## src/rtl/rc4_task_sequencer.sv

```systemverilog
// RC4 key-search task sequencer.
// Walks every candidate key through S-init, KSA swap and decrypt/check, one
// task at a time. It grants the shared single-port S memory to whichever task
// is active. A per-task watchdog aborts the search if any one task hangs.
module rc4_task_sequencer #(
  parameter logic [23:0] KEY_MAX = 24'h3FFFFF,
  parameter logic [15:0] TIMEOUT = 16'd4096
) (
  input  logic        clk_i,
  input  logic        rst_ni,
  input  logic        go_i,
  input  logic        init_finish_i,
  input  logic        swap_finish_i,
  input  logic        decr_finish_i,
  input  logic        decr_match_i,
  input  logic [7:0]  init_addr_i,
  input  logic [7:0]  init_wdata_i,
  input  logic        init_we_i,
  input  logic [7:0]  swap_addr_i,
  input  logic [7:0]  swap_wdata_i,
  input  logic        swap_we_i,
  input  logic [7:0]  decr_addr_i,
  input  logic [7:0]  decr_wdata_i,
  input  logic        decr_we_i,
  output logic        init_start_o,
  output logic        swap_start_o,
  output logic        decr_start_o,
  output logic [23:0] skey_o,
  output logic [7:0]  mem_addr_o,
  output logic [7:0]  mem_wdata_o,
  output logic        mem_we_o,
  output logic        busy_o,
  output logic        found_o,
  output logic        fail_o,
  output logic        timeout_err_o
);

  typedef enum logic [3:0] {
    S_IDLE, S_INIT_GO, S_INIT_WAIT, S_SWAP_GO, S_SWAP_WAIT,
    S_DECR_GO, S_DECR_WAIT, S_NEXT_KEY, S_FOUND, S_FAIL
  } state_e;

  // Last watchdog count a task may reach before it is declared hung.
  localparam logic [15:0] WD_LAST = TIMEOUT - 16'd1;

  state_e      state_q, state_d;
  logic [23:0] skey_q, skey_d;
  logic [15:0] wd_q, wd_d;
  logic        init_start_q, init_start_d;
  logic        swap_start_q, swap_start_d;
  logic        decr_start_q, decr_start_d;
  logic        busy_q, busy_d;
  logic        found_q, found_d;
  logic        fail_q, fail_d;
  logic        timeout_err_q, timeout_err_d;
  logic        go_accept;
  logic        wd_expired;

  // State and datapath registers; reset abandons any search immediately.
  // NOTE: sequential state uses non-blocking assignments so every register
  // samples the pre-edge values, independent of process ordering.
  always_ff @(posedge clk_i or negedge rst_ni) begin
    if (!rst_ni) begin
      state_q       <= S_IDLE;
      skey_q        <= '0;
      wd_q          <= '0;
      init_start_q  <= 1'b0;
      swap_start_q  <= 1'b0;
      decr_start_q  <= 1'b0;
      busy_q        <= 1'b0;
      found_q       <= 1'b0;
      fail_q        <= 1'b0;
      timeout_err_q <= 1'b0;
    end else begin
      state_q       <= state_d;
      skey_q        <= skey_d;
      wd_q          <= wd_d;
      init_start_q  <= init_start_d;
      swap_start_q  <= swap_start_d;
      decr_start_q  <= decr_start_d;
      busy_q        <= busy_d;
      found_q       <= found_d;
      fail_q        <= fail_d;
      timeout_err_q <= timeout_err_d;
    end
  end

  // Next-state logic; only the awaited finish pulse is ever looked at.
  // NOTE: every combinational output gets a default first so no path can
  // leave it unassigned and infer a latch.
  always_comb begin
    state_d    = state_q;
    go_accept  = 1'b0;
    wd_expired = 1'b0;
    unique case (state_q)
      S_IDLE, S_FOUND, S_FAIL: begin
        if (go_i) begin
          state_d   = S_INIT_GO;
          go_accept = 1'b1;
        end
      end
      S_INIT_GO: state_d = S_INIT_WAIT;
      S_INIT_WAIT: begin
        if (init_finish_i) begin
          state_d = S_SWAP_GO;
        end else if (wd_q == WD_LAST) begin
          state_d    = S_FAIL;
          wd_expired = 1'b1;
        end
      end
      S_SWAP_GO: state_d = S_SWAP_WAIT;
      S_SWAP_WAIT: begin
        if (swap_finish_i) begin
          state_d = S_DECR_GO;
        end else if (wd_q == WD_LAST) begin
          state_d    = S_FAIL;
          wd_expired = 1'b1;
        end
      end
      S_DECR_GO: state_d = S_DECR_WAIT;
      S_DECR_WAIT: begin
        if (decr_finish_i) begin
          if (decr_match_i)          state_d = S_FOUND;
          else if (skey_q == KEY_MAX) state_d = S_FAIL;
          else                        state_d = S_NEXT_KEY;
        end else if (wd_q == WD_LAST) begin
          state_d    = S_FAIL;
          wd_expired = 1'b1;
        end
      end
      S_NEXT_KEY: state_d = S_INIT_GO;
      default:    state_d = S_IDLE;
    endcase
  end

  // Registered-output next values, key/watchdog update and memory grant mux.
  always_comb begin
    skey_d        = skey_q;
    wd_d          = wd_q;
    timeout_err_d = timeout_err_q;
    mem_addr_o    = 8'h00;
    mem_wdata_o   = 8'h00;
    mem_we_o      = 1'b0;

    if (go_accept) begin
      skey_d        = '0;
      timeout_err_d = 1'b0;
    end
    if (wd_expired) timeout_err_d = 1'b1;
    if (state_q == S_NEXT_KEY) skey_d = skey_q + 24'd1;

    unique case (state_q)
      S_INIT_GO, S_SWAP_GO, S_DECR_GO:       wd_d = '0;
      S_INIT_WAIT, S_SWAP_WAIT, S_DECR_WAIT: wd_d = wd_q + 16'd1;
      default:                               wd_d = wd_q;
    endcase

    init_start_d = (state_d == S_INIT_GO);
    swap_start_d = (state_d == S_SWAP_GO);
    decr_start_d = (state_d == S_DECR_GO);
    found_d      = (state_d == S_FOUND);
    fail_d       = (state_d == S_FAIL);
    busy_d       = !(state_d inside {S_IDLE, S_FOUND, S_FAIL});

    unique case (state_q)
      S_INIT_GO, S_INIT_WAIT: begin
        mem_addr_o  = init_addr_i;
        mem_wdata_o = init_wdata_i;
        mem_we_o    = init_we_i;
      end
      S_SWAP_GO, S_SWAP_WAIT: begin
        mem_addr_o  = swap_addr_i;
        mem_wdata_o = swap_wdata_i;
        mem_we_o    = swap_we_i;
      end
      S_DECR_GO, S_DECR_WAIT: begin
        mem_addr_o  = decr_addr_i;
        mem_wdata_o = decr_wdata_i;
        mem_we_o    = decr_we_i;
      end
      default: ;
    endcase
  end

  assign init_start_o  = init_start_q;
  assign swap_start_o  = swap_start_q;
  assign decr_start_o  = decr_start_q;
  assign skey_o        = skey_q;
  assign busy_o        = busy_q;
  assign found_o       = found_q;
  assign fail_o        = fail_q;
  assign timeout_err_o = timeout_err_q;

endmodule
```

## config.mk

```make
export PLATFORM = sky130hd
export DESIGN_NAME = rc4_task_sequencer
export DESIGN_NICKNAME = d
export VERILOG_FILES = /design/src/rtl/rc4_task_sequencer.sv
export SDC_FILE = /design/constraint.sdc
export NUM_CORES = 1
export LEC_CHECK = 0
export ABC_AREA = 0
export CAP_MARGIN = 30
export CORE_AREA = 2 2 84 70
export CTS_BUF_LIST = sky130_fd_sc_hd__clkbuf_16
export CTS_CLUSTER_DIAMETER = 100
export CTS_CLUSTER_SIZE = 8
export DETAILED_ROUTE_END_ITERATION = 7
export DIE_AREA = 0 0 86 72
export DONT_BUFFER_PORTS = 1
export PLACE_DENSITY = 0.72
export SLEW_MARGIN = 15
export SYNTH_ARGS = -nofsm -noshare
export SYNTH_HDL_FRONTEND = slang
export SYNTH_SLANG_ARGS = --single-unit
```

## constraint.sdc

```tcl
create_clock -name clk_i -period 2.2 [get_ports clk_i]
set_input_delay 0.33 -clock clk_i [delete_from_list [all_inputs] [get_ports clk_i]]
set_output_delay 0.33 -clock clk_i [all_outputs]
set_load 0.1 [all_outputs]
```

==> results of run 1 <==
registers in the layout (all words and copies together) (netlist names):
name and cells:
init_start_o 1, timeout_err_o 1, decr_start_o 1, found_o 1
swap_start_o 1, wd_q 16, state_q 4, busy_o 1
fail_o 1, skey_o 24
power by group through the flow:
stage / logic (mW) / registers, mW / clock network [mW]
global placement: 5.06 / 1.17 / 0
CTS: 5.44 / 1.19 / 0.737
global route: 6.00 / 1.21 / 0.777
detailed placement: 5.12 / 1.18 / 0
finish: 5.83 / 1.20 / 0.730
floorplan: 3.10 / 1.55 / 0
routing by layer:
layer	global-route usage	vias to the layer above	wire, µm
li1	-	1419	-
met1	0.4181	1582	3980
met2	0.4660	257	5006
met3	0.04551	56	921
met4	0.08289	0	477
met5	0	-	0
cell usage after synthesis, types with 2 or more instances:
master    number  area share
xnor2_1        2      0.0060
nor2b_1        3      0.0064
or4b_2         2      0.0068
nor3_1         7       0.012
a222oi_1      17       0.058
dfrtp_1       51        0.44
mux2i_1       10       0.034
or3b_2         2      0.0060
and3_1         4      0.0086
nand3_1       24       0.041
ha_1           2      0.0086
a31oi_1        5       0.011
or4_4          2      0.0077
nor2_1        18       0.023
or2_2          2      0.0043
o41ai_1        2      0.0060
nand2b_1       7       0.015
or3_1          2      0.0043
inv_1         24       0.031
a21oi_1        6       0.010
nor3b_1        2      0.0051
nand4_1       13       0.028
nand3b_1       2      0.0051
and2_1         4      0.0086
o31ai_1        7       0.018
clkbuf_1      13       0.017
o211ai_1       6       0.015
nor4_1         4      0.0086
a22o_1         2      0.0060
nand2_1       36       0.046
o21ai_0       25       0.043
or4bb_1        2      0.0077
path summary, 6_finish.rpt:
path / start / slack (ns) / end
min in group asynchronous: rst_ni / 0.58 / skey_o[4]
worst max-delay path: state_q[0] / -0.19 / mem_we_o
worst max register to register: state_q[1] / -0.04 / busy_o
max in group asynchronous: rst_ni / 1.38 / skey_o[17]
worst min register to register: wd_q[10] / 0.51 / wd_q[10]
worst min-delay path: swap_finish_i / 0.15 / decr_start_o
cell type report:
type	instances	share of cell area
Clock buffer	5	0.02915
Tap cell	65	0.01894
Inverter	24	0.02099
Clock inverter	3	0.002623
Sequential cell	51	0.3066
Timing Repair Buffer	94	0.2265
Multi-Input combinational cell	239	0.3952
metrics by stage:
stage	power [mW]	util	std cells
4_1_cts	7.365	0.7726	466
3_5_place_dp	6.304	0.7083	446
2_1_floorplan	4.652	-	324
6_report	7.763	0.8077	481
3_3_place_gp	6.231	0.7083	446
5_1_grt	7.990	0.8077	481
cells by family (layout without fill, tap and decap cells):
kind of cell | count (synthesis) | in the layout
fa+ha+maj | 2 | 2
mux | 11 | 11
buf+inv | 38 | 126
compound gates | 79 | 82
flops | 51 | 51
xor+xnor | 3 | 3
simple gates | 140 | 141
repair_timing:
action                                  CTS  global route
gates cloned                              4             0
hold buffers                              2             0
hold endpoints to repair                 51             0
pin swaps                                23            14
endpoints found under the setup margin   23            28
gates resized for setup                  14            17
setup buffers                             6            15
worst max-delay path, stage by stage, from the launching register on:
cell      delay (ns)
dfrtp_2         0.49
buf_6           0.16
nand3b_1        0.14
buf_6           0.16
a21oi_4         0.09
a222oi_1        0.44
inv_2           0.10
buf_12          0.18
==> key figures, run 1 <==
Outcome
  – Status: finished with violations
  – Failing checks: setup timing

Placement
  – Placement Setup Slack: -0.09795 ns
  – Gpl congestion: 0.8404
  – Dpl hpwl: 5831 µm
  – IO Port Bufs: 0
  – Cell Area, Placed: 3765 µm²

Synth
  – Mux contribution to synthesized area: 0.03810
  – Synthesized area per cell: 9.021 µm²
  – Flops & latches, synth: 51
  – Post-synth EDFFs: 0
  – Mapped Cells: 324
  – Post-synthesis sequential area ratio: 0.4366
  – Compound-gate portion of the synthesized area: 0.2016
  – Primary FF master, synth: dfrtp_1
  – Largest family of logic cells by synthesized area: simple AND/OR/NAND/NOR gates
  – Adder-cell share of the synthesized area: 0.008562
  – Synth Area in Simple Gates: 0.2568
  – Xor and xnor fraction of the mapped netlist area: 0.008990
  – Synth cell types: 48
  – Synth async-reset ratio: 1.000
  – Synth Cell Area: 2923 µm²
  – Syn. warnings: 0
  – Post-Syn Nets: 384

STA
  – Slew HR: 0.4640
  – Layout Skew: 0.006928 ns
  – Count of final hold-check violations: 0
  – Hold WS: 0.1460 ns
  – Fin. max-slew vios: 0
  – Setup violators final: 20
  – Final min period: 2.387 ns
  – Total negative slack: -2.130 ns
  – Max Freq: 418.9 MHz
  – Worst Tran Pin Value: 0.7978 ns
  – Final period util: 1.085
  – RSZ-0062 raised after global routing: yes
  – Post-route worst setup slack: -0.1871 ns

Routing
  – DRT antenna net count: 0
  – Via count: 3314
  – Avg WL per Cell: 21.59 µm
  – DRT iter0 DRCs: 520
  – DRC errors left: 0
  – TritonRoute pass-1 iters: 7
  – WL final: 10390 µm
  – Vias per cell: 6.890

Power and ir drop
  – Pleak: 1.885 nW
  – PwrDens: 1808 nW/µm²
  – Net Sw Frac: 0.5497
  – Switching Power: 4.268 mW
  – Seq pwr share: 0.155
  – Peak supply drop: 1143 µV
  – Clock group share of total power: 0.094
  – Internal power: 3.495 mW
  – Logic gate share of total power: 0.751

Setup path
  – CP Capture Type: output pin
  – WS Path Type: reg2out
  – Critical Path RT: 1.87 ns
  – Arr. time, crit path: 2.06 ns
  – Crit path max fanout: 6
  – Critical path startpoint category: register
  – Worst r2r path cells: 9

Clock network
  – CTS clock-pin slew for the worst setup and hold paths: 0.07 ns
  – H-tree levels: 2
  – CTS sink count: 51
  – Root buffer cell: clkbuf_16
  – Clock Tree Buf Depth: 2
  – CTS Buf Count: 5
  – Clock latency on the worst-skew pair: 0.29 ns
  – CTS tree: yes

Hold path
  – WHS Path Cells: 2
  – Min-Delay Path Class: in2reg

GRT
  – Initial antenna violation count: 0
  – Grt total ovfl: 0
  – Vias in the first global route: 2920
  – First-pass GRT wire length: 14260 µm
  – Largest net degree at the start of global routing: 52
  – GRT Util Overall: 0.2920

Die
  – Die Span X: 86 µm
  – Die Area: 6192 µm²
  – Core area: 5315 µm²
  – Top Ports: 106
  – Die H: 72 µm
  – Num rows: 24
  – Effective utilization at floorplan: 0.5499

Finish
  – Register area: 1316 µm²
  – Fin area: 4293 µm²
  – Commonest non-fill, non-tap cell in the layout: buf_4
  – Antenna diode count: 0
  – Area occupied by multi-input gates: 1697 µm²
  – Final #Nets: 475
  – Fillers: 278
  – Share of post-route cells with drive strength above 1: 0.3942
  – Most frequent cells in the layout: buf_4, nand2_1, dfrtp_1
  – Synth-to-layout area growth: 46.88%

Flow run
  – Max Cap Viol: 0
No activity file was read; power rests on OpenSTA's default activity.
==> run 2: changes to the inputs <==
--- a/config.mk
+++ b/config.mk
@@ -15,7 +15,6 @@
 export DIE_AREA = 0 0 86 72
 export DONT_BUFFER_PORTS = 1
 export PLACE_DENSITY = 0.72
-export SLEW_MARGIN = 15
 export SYNTH_ARGS = -nofsm -noshare
 export SYNTH_HDL_FRONTEND = slang
 export SYNTH_SLANG_ARGS = --single-unit
==> results of run 2 <==
No change in the layout: final DEF, timing and power equal those of run 1.
